==> src/rtl/sram_lsu_master_if.sv <==
// Bundles the CPU request/response handshake and the SRAM pins for sram_lsu_master.
// The master modport is the controller's view. The slave modport is the view of
// the requester/SRAM side.
interface sram_lsu_master_if #(
    parameter int ADDR_W = 14,
    parameter int DATA_W = 32
);
    logic              req_valid;
    logic              req_ready;
    logic              req_we;
    logic [1:0]        req_size;
    logic              req_unsigned;
    logic [31:0]       req_addr;
    logic [DATA_W-1:0] req_wdata;
    logic              rsp_valid;
    logic              rsp_ready;
    logic [DATA_W-1:0] rsp_rdata;
    logic              rsp_err;
    logic              sram_cs;
    logic              sram_oe;
    logic [3:0]        sram_web;
    logic [ADDR_W-1:0] sram_a;
    logic [DATA_W-1:0] sram_di;
    logic [DATA_W-1:0] sram_do;

    modport master (
        input  req_valid, req_we, req_size, req_unsigned, req_addr, req_wdata,
        output req_ready,
        output rsp_valid, rsp_rdata, rsp_err,
        input  rsp_ready,
        output sram_cs, sram_oe, sram_web, sram_a, sram_di,
        input  sram_do
    );

    modport slave (
        output req_valid, req_we, req_size, req_unsigned, req_addr, req_wdata,
        input  req_ready,
        input  rsp_valid, rsp_rdata, rsp_err,
        output rsp_ready,
        input  sram_cs, sram_oe, sram_web, sram_a, sram_di,
        output sram_do
    );
endinterface

==> src/rtl/sram_lsu_master.sv <==
// Load/store controller for a byte-writable 32-bit synchronous SRAM.
// Each request takes one SRAM access cycle and returns exactly one response.
// Misaligned requests and illegal sizes are answered with an error and do not touch the SRAM.
module sram_lsu_master #(
    parameter int ADDR_W = 14,
    parameter int DATA_W = 32
) (
    input  logic              clk,
    input  logic              rst,
    sram_lsu_master_if.master bus
);
    typedef enum logic [1:0] {IDLE, ACCESS, RESP} state_t;

    state_t            r_state;
    logic              r_we;
    logic [1:0]        r_size;
    logic              r_unsigned;
    logic [1:0]        r_addr_lo;
    logic              r_rsp_valid;
    logic              r_rsp_err;
    logic [DATA_W-1:0] r_rsp_rdata;
    logic              r_sram_cs;
    logic              r_sram_oe;
    logic [3:0]        r_sram_web;
    logic [ADDR_W-1:0] r_sram_a;
    logic [DATA_W-1:0] r_sram_di;

    logic              w_illegal;
    logic [3:0]        w_web;
    logic [DATA_W-1:0] w_di;
    logic [7:0]        w_byte;
    logic [15:0]       w_half;
    logic [DATA_W-1:0] w_load;
    logic              w_unused_addr;

    // Address bits above the SRAM word address alias onto the same word.
    assign w_unused_addr = ^bus.req_addr[31:ADDR_W+2];

    // Legality check, and byte-lane formatting of store data, for the incoming request.
    always_comb begin
        w_illegal = 1'b0;
        w_web     = 4'hF;
        w_di      = bus.req_wdata;
        case (bus.req_size)
            2'b00: begin
                w_web = ~(4'b0001 << bus.req_addr[1:0]);
                w_di  = {4{bus.req_wdata[7:0]}};
            end
            2'b01: begin
                w_illegal = bus.req_addr[0];
                w_web     = bus.req_addr[1] ? 4'b0011 : 4'b1100;
                w_di      = {2{bus.req_wdata[15:0]}};
            end
            2'b10: begin
                w_illegal = (bus.req_addr[1:0] != 2'b00);
                w_web     = 4'b0000;
            end
            default: w_illegal = 1'b1;
        endcase
    end

    // Lane selection and sign/zero extension of SRAM read data during ACCESS.
    always_comb begin
        case (r_addr_lo)
            2'd0:    w_byte = bus.sram_do[7:0];
            2'd1:    w_byte = bus.sram_do[15:8];
            2'd2:    w_byte = bus.sram_do[23:16];
            default: w_byte = bus.sram_do[31:24];
        endcase
        w_half = r_addr_lo[1] ? bus.sram_do[31:16] : bus.sram_do[15:0];
        case (r_size)
            2'b00:   w_load = {{24{~r_unsigned & w_byte[7]}}, w_byte};
            2'b01:   w_load = {{16{~r_unsigned & w_half[15]}}, w_half};
            default: w_load = bus.sram_do;
        endcase
    end

    // Control FSM with registered SRAM pins and response outputs.
    always_ff @(posedge clk or posedge rst) begin
        if (rst) begin
            r_state     <= IDLE;
            r_we        <= 1'b0;
            r_size      <= 2'b00;
            r_unsigned  <= 1'b0;
            r_addr_lo   <= 2'b00;
            r_rsp_valid <= 1'b0;
            r_rsp_err   <= 1'b0;
            r_rsp_rdata <= '0;
            r_sram_cs   <= 1'b0;
            r_sram_oe   <= 1'b0;
            r_sram_web  <= 4'hF;
            r_sram_a    <= '0;
            r_sram_di   <= '0;
        end else begin
            case (r_state)
                IDLE: begin
                    if (bus.req_valid) begin
                        r_we       <= bus.req_we;
                        r_size     <= bus.req_size;
                        r_unsigned <= bus.req_unsigned;
                        r_addr_lo  <= bus.req_addr[1:0];
                        if (w_illegal) begin
                            r_rsp_valid <= 1'b1;
                            r_rsp_err   <= 1'b1;
                            r_rsp_rdata <= '0;
                            r_state     <= RESP;
                        end else begin
                            r_sram_cs  <= 1'b1;
                            r_sram_a   <= bus.req_addr[ADDR_W+1:2];
                            r_sram_oe  <= ~bus.req_we;
                            r_sram_web <= bus.req_we ? w_web : 4'hF;
                            r_sram_di  <= bus.req_we ? w_di : '0;
                            r_state    <= ACCESS;
                        end
                    end
                end
                ACCESS: begin
                    r_sram_cs   <= 1'b0;
                    r_sram_oe   <= 1'b0;
                    r_sram_web  <= 4'hF;
                    r_sram_a    <= '0;
                    r_sram_di   <= '0;
                    r_rsp_valid <= 1'b1;
                    r_rsp_err   <= 1'b0;
                    r_rsp_rdata <= r_we ? '0 : w_load;
                    r_state     <= RESP;
                end
                RESP: begin
                    if (bus.rsp_ready) begin
                        r_rsp_valid <= 1'b0;
                        r_rsp_err   <= 1'b0;
                        r_rsp_rdata <= '0;
                        r_state     <= IDLE;
                    end
                end
                default: r_state <= IDLE;
            endcase
        end
    end

    assign bus.req_ready = (r_state == IDLE);
    assign bus.rsp_valid = r_rsp_valid;
    assign bus.rsp_err   = r_rsp_err;
    assign bus.rsp_rdata = r_rsp_rdata;
    assign bus.sram_cs   = r_sram_cs;
    assign bus.sram_oe   = r_sram_oe;
    assign bus.sram_web  = r_sram_web;
    assign bus.sram_a    = r_sram_a;
    assign bus.sram_di   = r_sram_di;
endmodule

==> src/flat_wrapper.sv <==
// flat-port wrapper written by rule: the top's interface ports become plain ports
module sram_lsu_master_flat 
#(
    parameter int ADDR_W = 14,
    parameter int DATA_W = 32
)
  (clk, rst, bus_req_valid, bus_req_we, bus_req_size, bus_req_unsigned, bus_req_addr, bus_req_wdata, bus_req_ready, bus_rsp_valid, bus_rsp_rdata, bus_rsp_err, bus_rsp_ready, bus_sram_cs, bus_sram_oe, bus_sram_web, bus_sram_a, bus_sram_di, bus_sram_do);
  sram_lsu_master_if #(.ADDR_W(ADDR_W), .DATA_W(DATA_W)) bus_i ();
  input  logic clk;
  input  logic rst;
  input wire logic [$bits(bus_i.req_valid)-1:0] bus_req_valid;
  input wire logic [$bits(bus_i.req_we)-1:0] bus_req_we;
  input wire logic [$bits(bus_i.req_size)-1:0] bus_req_size;
  input wire logic [$bits(bus_i.req_unsigned)-1:0] bus_req_unsigned;
  input wire logic [$bits(bus_i.req_addr)-1:0] bus_req_addr;
  input wire logic [$bits(bus_i.req_wdata)-1:0] bus_req_wdata;
  output wire logic [$bits(bus_i.req_ready)-1:0] bus_req_ready;
  output wire logic [$bits(bus_i.rsp_valid)-1:0] bus_rsp_valid;
  output wire logic [$bits(bus_i.rsp_rdata)-1:0] bus_rsp_rdata;
  output wire logic [$bits(bus_i.rsp_err)-1:0] bus_rsp_err;
  input wire logic [$bits(bus_i.rsp_ready)-1:0] bus_rsp_ready;
  output wire logic [$bits(bus_i.sram_cs)-1:0] bus_sram_cs;
  output wire logic [$bits(bus_i.sram_oe)-1:0] bus_sram_oe;
  output wire logic [$bits(bus_i.sram_web)-1:0] bus_sram_web;
  output wire logic [$bits(bus_i.sram_a)-1:0] bus_sram_a;
  output wire logic [$bits(bus_i.sram_di)-1:0] bus_sram_di;
  input wire logic [$bits(bus_i.sram_do)-1:0] bus_sram_do;
  assign bus_i.req_valid = bus_req_valid;
  assign bus_i.req_we = bus_req_we;
  assign bus_i.req_size = bus_req_size;
  assign bus_i.req_unsigned = bus_req_unsigned;
  assign bus_i.req_addr = bus_req_addr;
  assign bus_i.req_wdata = bus_req_wdata;
  assign bus_req_ready = bus_i.req_ready;
  assign bus_rsp_valid = bus_i.rsp_valid;
  assign bus_rsp_rdata = bus_i.rsp_rdata;
  assign bus_rsp_err = bus_i.rsp_err;
  assign bus_i.rsp_ready = bus_rsp_ready;
  assign bus_sram_cs = bus_i.sram_cs;
  assign bus_sram_oe = bus_i.sram_oe;
  assign bus_sram_web = bus_i.sram_web;
  assign bus_sram_a = bus_i.sram_a;
  assign bus_sram_di = bus_i.sram_di;
  assign bus_i.sram_do = bus_sram_do;
  sram_lsu_master #(.ADDR_W(ADDR_W), .DATA_W(DATA_W)) u_core (.clk(clk), .rst(rst), .bus(bus_i));
endmodule
==> config.mk <==
export PLATFORM = sky130hd
export DESIGN_NAME = sram_lsu_master_flat
export DESIGN_NICKNAME = d
export VERILOG_FILES = /design/src/rtl/sram_lsu_master_if.sv /design/src/rtl/sram_lsu_master.sv /design/src/flat_wrapper.sv
export SDC_FILE = /design/constraint.sdc
export NUM_CORES = 1
export LEC_CHECK = 0
export BUFFER_PORTS_ARGS = -buffer_cell sky130_fd_sc_hd__buf_2
export CORE_ASPECT_RATIO = 1.5
export CORE_UTILIZATION = 50
export CTS_BUF_LIST = sky130_fd_sc_hd__clkbuf_8
export DETAILED_ROUTE_END_ITERATION = 10
export GPL_TIMING_DRIVEN = 0
export HOLD_SLACK_MARGIN = 0.08
export PLACE_DENSITY_LB_ADDON = 0.05
export SLEW_MARGIN = 10
export SYNTH_ARGS = -nofsm -noshare
export SYNTH_HDL_FRONTEND = slang
export SYNTH_SLANG_ARGS = --single-unit
==> constraint.sdc <==
create_clock -name clk -period 6 [get_ports clk]
set_clock_uncertainty 0.05 [all_clocks]
set_input_delay 0 -clock clk [delete_from_list [all_inputs] [get_ports clk]]
set_output_delay 0 -clock clk [all_outputs]
set_load 0.005 [all_outputs]
==> flow_metrics.py, run 1 <==
metrics = {
    "outcome": {
        "status": "finished clean",
    },
    "logic_synthesis": {
        "synth_area_per_cell_um2": 11.8,
        "synth_common_cells": "dfrtp_1 (90), a22o_1 (47), mux2i_1 (36)",
        "ys_ff_latch": 94,
        "syn-instance-count": 388,
        "netlist_area_um2": 4570,
        "synth_nets": 495,
        "synth-xor-area-share_pct": 0,
        "synth_compound_area_share_pct": 25.7,
        "yosysTopAreaCell": "dfrtp_1",
        "synth_fa_ha_area_share_pct": 0.821,
        "synth_mux_area_share_pct": 9.85,
        "synth_area_leaders": "dfrtp_1 (49%), a22o_1 (9.0%), mux2i_1 (7.9%)",
        "synth_top_family_by_area": "compound AO/OA/AOI/OAI gates",
        "synth_ff_type": "dfrtp_1",
        "synth_cell_types": 51,
        "synth_most_common_cell": "dfrtp_1",
        "yosys_warnings": 0,
        "synthSimpleGateAreaFrac_pct": 7.39,
        "ys_seq_area_share_pct": 51.6,
        "synth_edf_count": 0,
        "synth.top_cell.area_share_pct": 49.3,
        "async_reset_ff_share_pct": 100,
    },
    "clock_network": {
        "clk_pin_slew_ns": 0.09,
        "post_cts_resized": 0,
        "cts_buffers": 9,
        "hold_buffers": 102,
        "clk_latency_ns": 0.37,
        "h-tree-depth": 3,
        "clock_sinks": 94,
        "clock_path_buffers": 2,
        "cts_setup_buffers": 0,
        "root_buffer": "clkbuf_8",
        "tritoncts": "yes",
    },
    "cells_and_area": {
        "layout-drive-gt1-share_pct": 34.5,
        "nets": 781,
        "multi_input_area_um2": 2000,
        "n_fill_cell": 571,
        "areaGrowthSynthToFinish_pct": 48.7,
        "seq_area_um2": 2360,
    },
    "placement": {
        "portBuffers": 172,
        "dp_slack_ns": 3.69,
        "place_congestion": 0.874,
        "hpwl_mm": 9.75,
    },
    "timing": {
        "finalSetupTns_ns": 0,
        "setup_violations": 0,
        "period_minus_slack_ns": 2.42,
        "fmax_mhz": 413,
        "finalHoldViolCount": 0,
        "relSlewSlack_pct": 35.1,
        "timing.hold.ws_ns": 0.134,
        "rsz0062_at_grt": "no",
        "drv_slew": 0,
        "final.setup.worst_slack_ns": 3.58,
        "fin_crit_sh_pct": 40.4,
        "worstMarginPinSlew_ns": 0.970,
    },
    "hold_path": {
        "hold_path_class": "input pin to async pin",
    },
    "global_route": {
        "gr-total-overflow": 0,
        "grt_pass1_vias": 4707,
        "antenna_found_initial": 1,
        "grt_max_degree": 63,
        "grtUsageTotal_pct": 32.4,
        "grt_pass1_wl_mm": 23.1,
    },
    "die": {
        "initial_utilization_pct": 51.8,
        "num_rows": 42,
        "fp.coreArea_um2": 8830,
        "chipWidth_um": 80.1,
        "die-area_um2": 9540,
        "die_h_um": 119,
        "ios": 191,
    },
    "power_and_ir_drop": {
        "max-vdd-ir-drop_v": 0.000233,
        "leakagePower_nw": 3.46,
        "p_per_area_nw_per_um2": 395,
        "power_mw": 2.68,
    },
    "route": {
        "vias": 4504,
        "drt_iter0_markers": 210,
        "drt-pass1-iter-count": 4,
        "viasPerCell": 5.70,
        "wl_per_cell_um": 19.0,
        "drc_errors": 0,
        "wl_mm": 15.0,
        "ant_nets": 0,
    },
    "setup_path": {
        "r2r_cells": 8,
        "crit_type": "input pin to flip-flop",
        "worstPathRequired_ns": 6.20,
        "regToRegSetupSlack_ns": 3.67,
        "worstPathArrival_ns": 2.62,
        "crit_path_end_kind": "flip-flop",
        "worstReg2RegStart": "u_core.r_state[0]",
        "crit_end": "u_core.bus.sram_di[20]",
        "reg2reg_to": "u_core.bus.sram_di[20]",
        "cp-start-kind": "input pin",
        "crit_path_max_fanout": 10,
        "startpoint": "bus_req_size[1]",
    },
    "flow_run": {
        "cap_violations": 0,
    },
}
==> worst min-delay path by stage <==
stage                    startpoint                      end  cells past startpoint
finish                          rst  u_core.bus.rsp_rdata[2]                      3
global route                    rst  u_core.bus.rsp_rdata[2]                      3
CTS                             rst  u_core.bus.rsp_rdata[2]                      3
global placement    bus_req_addr[8]     u_core.bus.sram_a[6]                      2
floorplan           bus_req_addr[2]     u_core.bus.sram_a[0]                      1
detailed placement              rst  u_core.bus.rsp_rdata[2]                      2
==> area by class of cell <==
| class | count | area share (%) |
|---|---|---|
| clock inverter | 6 | 0.552 |
| multi-input combinational | 254 | 29.4 |
| buffer | 31 | 2.63 |
| inverter | 9 | 0.534 |
| antenna | 1 | 0.0368 |
| sequential | 94 | 34.7 |
| timing repair buffer | 275 | 28.1 |
| clock buffer | 10 | 2.02 |
| tap | 110 | 2.02 |
==> layout by cell type (no fill, tap or decap), drive strengths merged, types with 4 or more instances in the layout <==
| cell type | Yosys | routed |
|---|---|---|
| a31oi | 4 | 4 |
| mux2 | 8 | 8 |
| dfrtp | 90 | 90 |
| o2bb2ai | 32 | 32 |
| dfstp | 4 | 4 |
| nand2 | 22 | 22 |
| mux2i | 36 | 36 |
| dlygate4sd3 | 0 | 102 |
| a32o | 7 | 7 |
| o21ai | 16 | 16 |
| clkbuf | 10 | 20 |
| inv | 9 | 11 |
| a21oi | 5 | 5 |
| nand2b | 12 | 12 |
| nor2 | 20 | 20 |
| o221ai | 7 | 7 |
| nor2b | 4 | 4 |
| buf | 21 | 194 |
| a22o | 47 | 47 |
==> power by group <==
group          internal (mW)  total [mW]  switching [mW]
combinational          0.621        1.27           0.648
sequential             0.874        1.02           0.149
clock                  0.161       0.391           0.231
==> worst max-delay path, cell delays in order <==
cell	delay, ns
buf_2	0.13
clkbuf_1	0.38
buf_1	0.58
mux2i_1	0.31
dlygate4sd3_1	0.58
o2bb2ai_1	0.06
dlygate4sd3_1	0.57
==> metal layers <==
| metal | global-route usage [%] | wire length (µm) |
|---|---|---|
| met5 | 0 | 0 |
| met2 | 56.6 | 7980 |
| met4 | 22.3 | 846 |
| met3 | 5.13 | 884 |
| met1 | 34.8 | 5300 |
==> through the flow <==
stage | std cells | area [µm²] | utilization [%]
after floorplan | 388 | 4570 | -
after global placement | 670 | 5570 | 63.1
after detailed placement | 671 | 5600 | 63.4
after CTS | 789 | 6800 | 77.0
after global routing | 790 | 6800 | 77.0
final | 790 | 6800 | 77.0
==> state kept, by name, indices dropped and copies added (netlist names) <==
name / cells
u_core.r_we: 1
u_core.bus.rsp_rdata: 32
u_core.r_state: 2
u_core.bus.sram_web: 4
u_core.r_size: 2
u_core.bus.rsp_err: 1
u_core.bus.sram_di: 32
u_core.bus.rsp_valid: 1
u_core.bus.sram_oe: 1
u_core.bus.sram_a: 14
u_core.r_unsigned: 1
u_core.r_addr_lo: 2
u_core.bus.sram_cs: 1
==> cells by family (layout without fill, tap and decap cells) <==
group,count (synthesis),after routing
compound gates,141,141
flops,94,94
simple gates,66,66
mux,44,44
buf+inv,40,331
fa+ha+maj,3,3
other cells,0,1
Power figures use the tool's default switching activity.
==> run 2: changes to the inputs <==
clock period = 2.29 ns   (was 6 ns; I/O delays follow)
==> run 2 against run 1 <==
Net effect: count of clock-buffer cells in the layout did not move; via count down 3.3%; hold slack lost 0.0065 ns; total power rose to 2.7 times the previous value; flip-flop and latch count unchanged; routed wire length is 4.7% lower; global-route usage down 0.73 points; worst setup slack lost 3.5 ns; critical path depth is 1 higher; final cell count down 1.9%; core utilization fell by 0.81 points; non-clock buffer count fell by 14; critical path type is now flip-flop to flip-flop; largest cell class unchanged; highest routed layer unchanged.
==> flow_metrics.py, run 2 (synthesized netlist as in run 1, its figures left out) <==
metrics = {
    "outcome": {
        "status": "finished clean",
    },
    "global_route": {
        "grt_pass1_wl_mm": 22.8,
        "gr-total-overflow": 0,
        "grt_pass1_vias": 4652,
        "grt_max_degree": 28,
        "antenna_found_initial": 0,
        "grtUsageTotal_pct": 31.7,
    },
    "setup_path": {
        "worstPathArrival_ns": 2.47,
        "crit_path_max_fanout": 10,
        "crit_path_end_kind": "flip-flop",
        "worstPathRequired_ns": 2.55,
        "cp-start-kind": "flip-flop",
        "crit_type": "flip-flop to flip-flop",
    },
    "die": {
        "fp.coreArea_um2": 8830,
        "die-area_um2": 9540,
        "chipWidth_um": 80.1,
        "num_rows": 42,
        "initial_utilization_pct": 51.8,
        "die_h_um": 119,
        "ios": 191,
    },
    "route": {
        "wl_per_cell_um": 18.5,
        "drc_errors": 0,
        "drt_iter0_markers": 201,
        "ant_nets": 0,
        "drt-pass1-iter-count": 4,
        "vias": 4357,
        "viasPerCell": 5.62,
        "wl_mm": 14.3,
    },
    "clock_network": {
        "clock_sinks": 94,
        "cts_setup_buffers": 0,
        "root_buffer": "clkbuf_8",
        "clk_latency_ns": 0.37,
        "cts_buffers": 9,
        "tritoncts": "yes",
        "clk_pin_slew_ns": 0.10,
        "clock_path_buffers": 2,
        "h-tree-depth": 3,
    },
    "timing": {
        "drv_slew": 0,
        "rsz0062_at_grt": "yes",
        "worstMarginPinSlew_ns": 0.992,
        "final.setup.worst_slack_ns": 0.0797,
        "setup_violations": 0,
        "relSlewSlack_pct": 33.6,
        "fmax_mhz": 452,
        "period_minus_slack_ns": 2.21,
        "finalHoldViolCount": 0,
        "fin_crit_sh_pct": 96.5,
    },
    "flow_run": {
        "cap_violations": 0,
    },
    "cells_and_area": {
        "final_cell_mix": "buf_2 (182), dfrtp_1 (90), dlygate4sd3_1 (86)",
        "areaGrowthSynthToFinish_pct": 47.2,
        "n_fill_cell": 628,
        "fin_area_um2": 6730,
        "nets": 767,
        "diodes": 0,
        "mostFrequentLayoutCell": "buf_2",
        "layout-drive-gt1-share_pct": 35.9,
    },
    "placement": {
        "dp_slack_ns": 0.0292,
        "portBuffers": 172,
        "place_congestion": 0.889,
        "placed_cell_area_um2": 5630,
        "hpwl_mm": 9.74,
    },
    "power_and_ir_drop": {
        "power_mw": 7.14,
        "p_per_area_nw_per_um2": 1060,
        "max-vdd-ir-drop_v": 0.000685,
        "leakagePower_nw": 3.43,
    },
    "hold_path": {
        "hold_path_class": "input pin to flip-flop",
    },
}
## run 2: what timing repair did
action / 4_1_cts / 5_1_grt
resized for setup: 0 / 5
hold buffers: 86 / 0
hold endpoints to repair: 152 / 0
setup endpoints to repair: 0 / 33
## run 2: critical path, cell delays in order, from the launching register on
cell and delay, ns:
dfrtp_1 0.41, inv_1 0.10, ha_1 0.17, buf_4 0.17
nor2_1 0.08, a31oi_2 0.20, clkbuf_4 0.27, o2bb2ai_1 0.13
dlygate4sd3_1 0.56
## run 2: worst paths after layout
path,startpoint,endpoint,slack (ns),depth (start not counted)
setup / recovery,u_core.r_state[0],u_core.bus.sram_di[18],0.08,8
hold / removal,bus_req_size[0],u_core.bus.sram_web[2],0.13,4
setup reg to reg,u_core.r_state[0],u_core.bus.sram_di[18],0.08,8
hold reg to reg,u_core.r_we,u_core.r_we,0.43,2
max in group asynchronous,rst,u_core.bus.sram_di[22],1.35,5
min in group asynchronous,rst,u_core.bus.rsp_rdata[20],0.16,3
## run 2: final cells by class
class / count / area [µm²] / area share [%]
Buffer: 31 / 183 / 2.72
Sequential cell: 94 / 2360 / 35.0
Timing Repair Buffer: 261 / 1780 / 26.5
Clock buffer: 10 / 138 / 2.05
Inverter: 9 / 37.5 / 0.558
Multi-Input combinational cell: 254 / 2010 / 29.9
Tap cell: 110 / 138 / 2.05
Clock inverter: 6 / 83.8 / 1.25
## run 2: per-stage QoR
stage / hold slack (ns) / TNS (ns) / utilization [%] / cells
3_5_place_dp: -0.0144 / 0 / 63.8 / 673
3_3_place_gp: 0.166 / 0 / 63.1 / 670
2_1_floorplan: 0.0825 / 0 / - / 388
4_1_cts: 0.0862 / 0 / 76.1 / 775
6_report: 0.127 / 0 / 76.2 / 775
5_1_grt: 0.150 / -0.00209 / 76.2 / 775
## run 2: where the power goes
group	internal, mW	switching (mW)
sequential	2.29	0.377
combinational	1.56	1.67
clock	0.644	0.600
## run 2: metal layers
layer	up-vias	part of all wire (%)	GRT usage (%)	wire [µm]
li1	2008	-	-	-
met1	2104	36	34.2	5130
met2	196	53	57.0	7650
met3	49	5.8	5.44	823
met4	0	4.9	17.4	699
met5	-	0	0	0
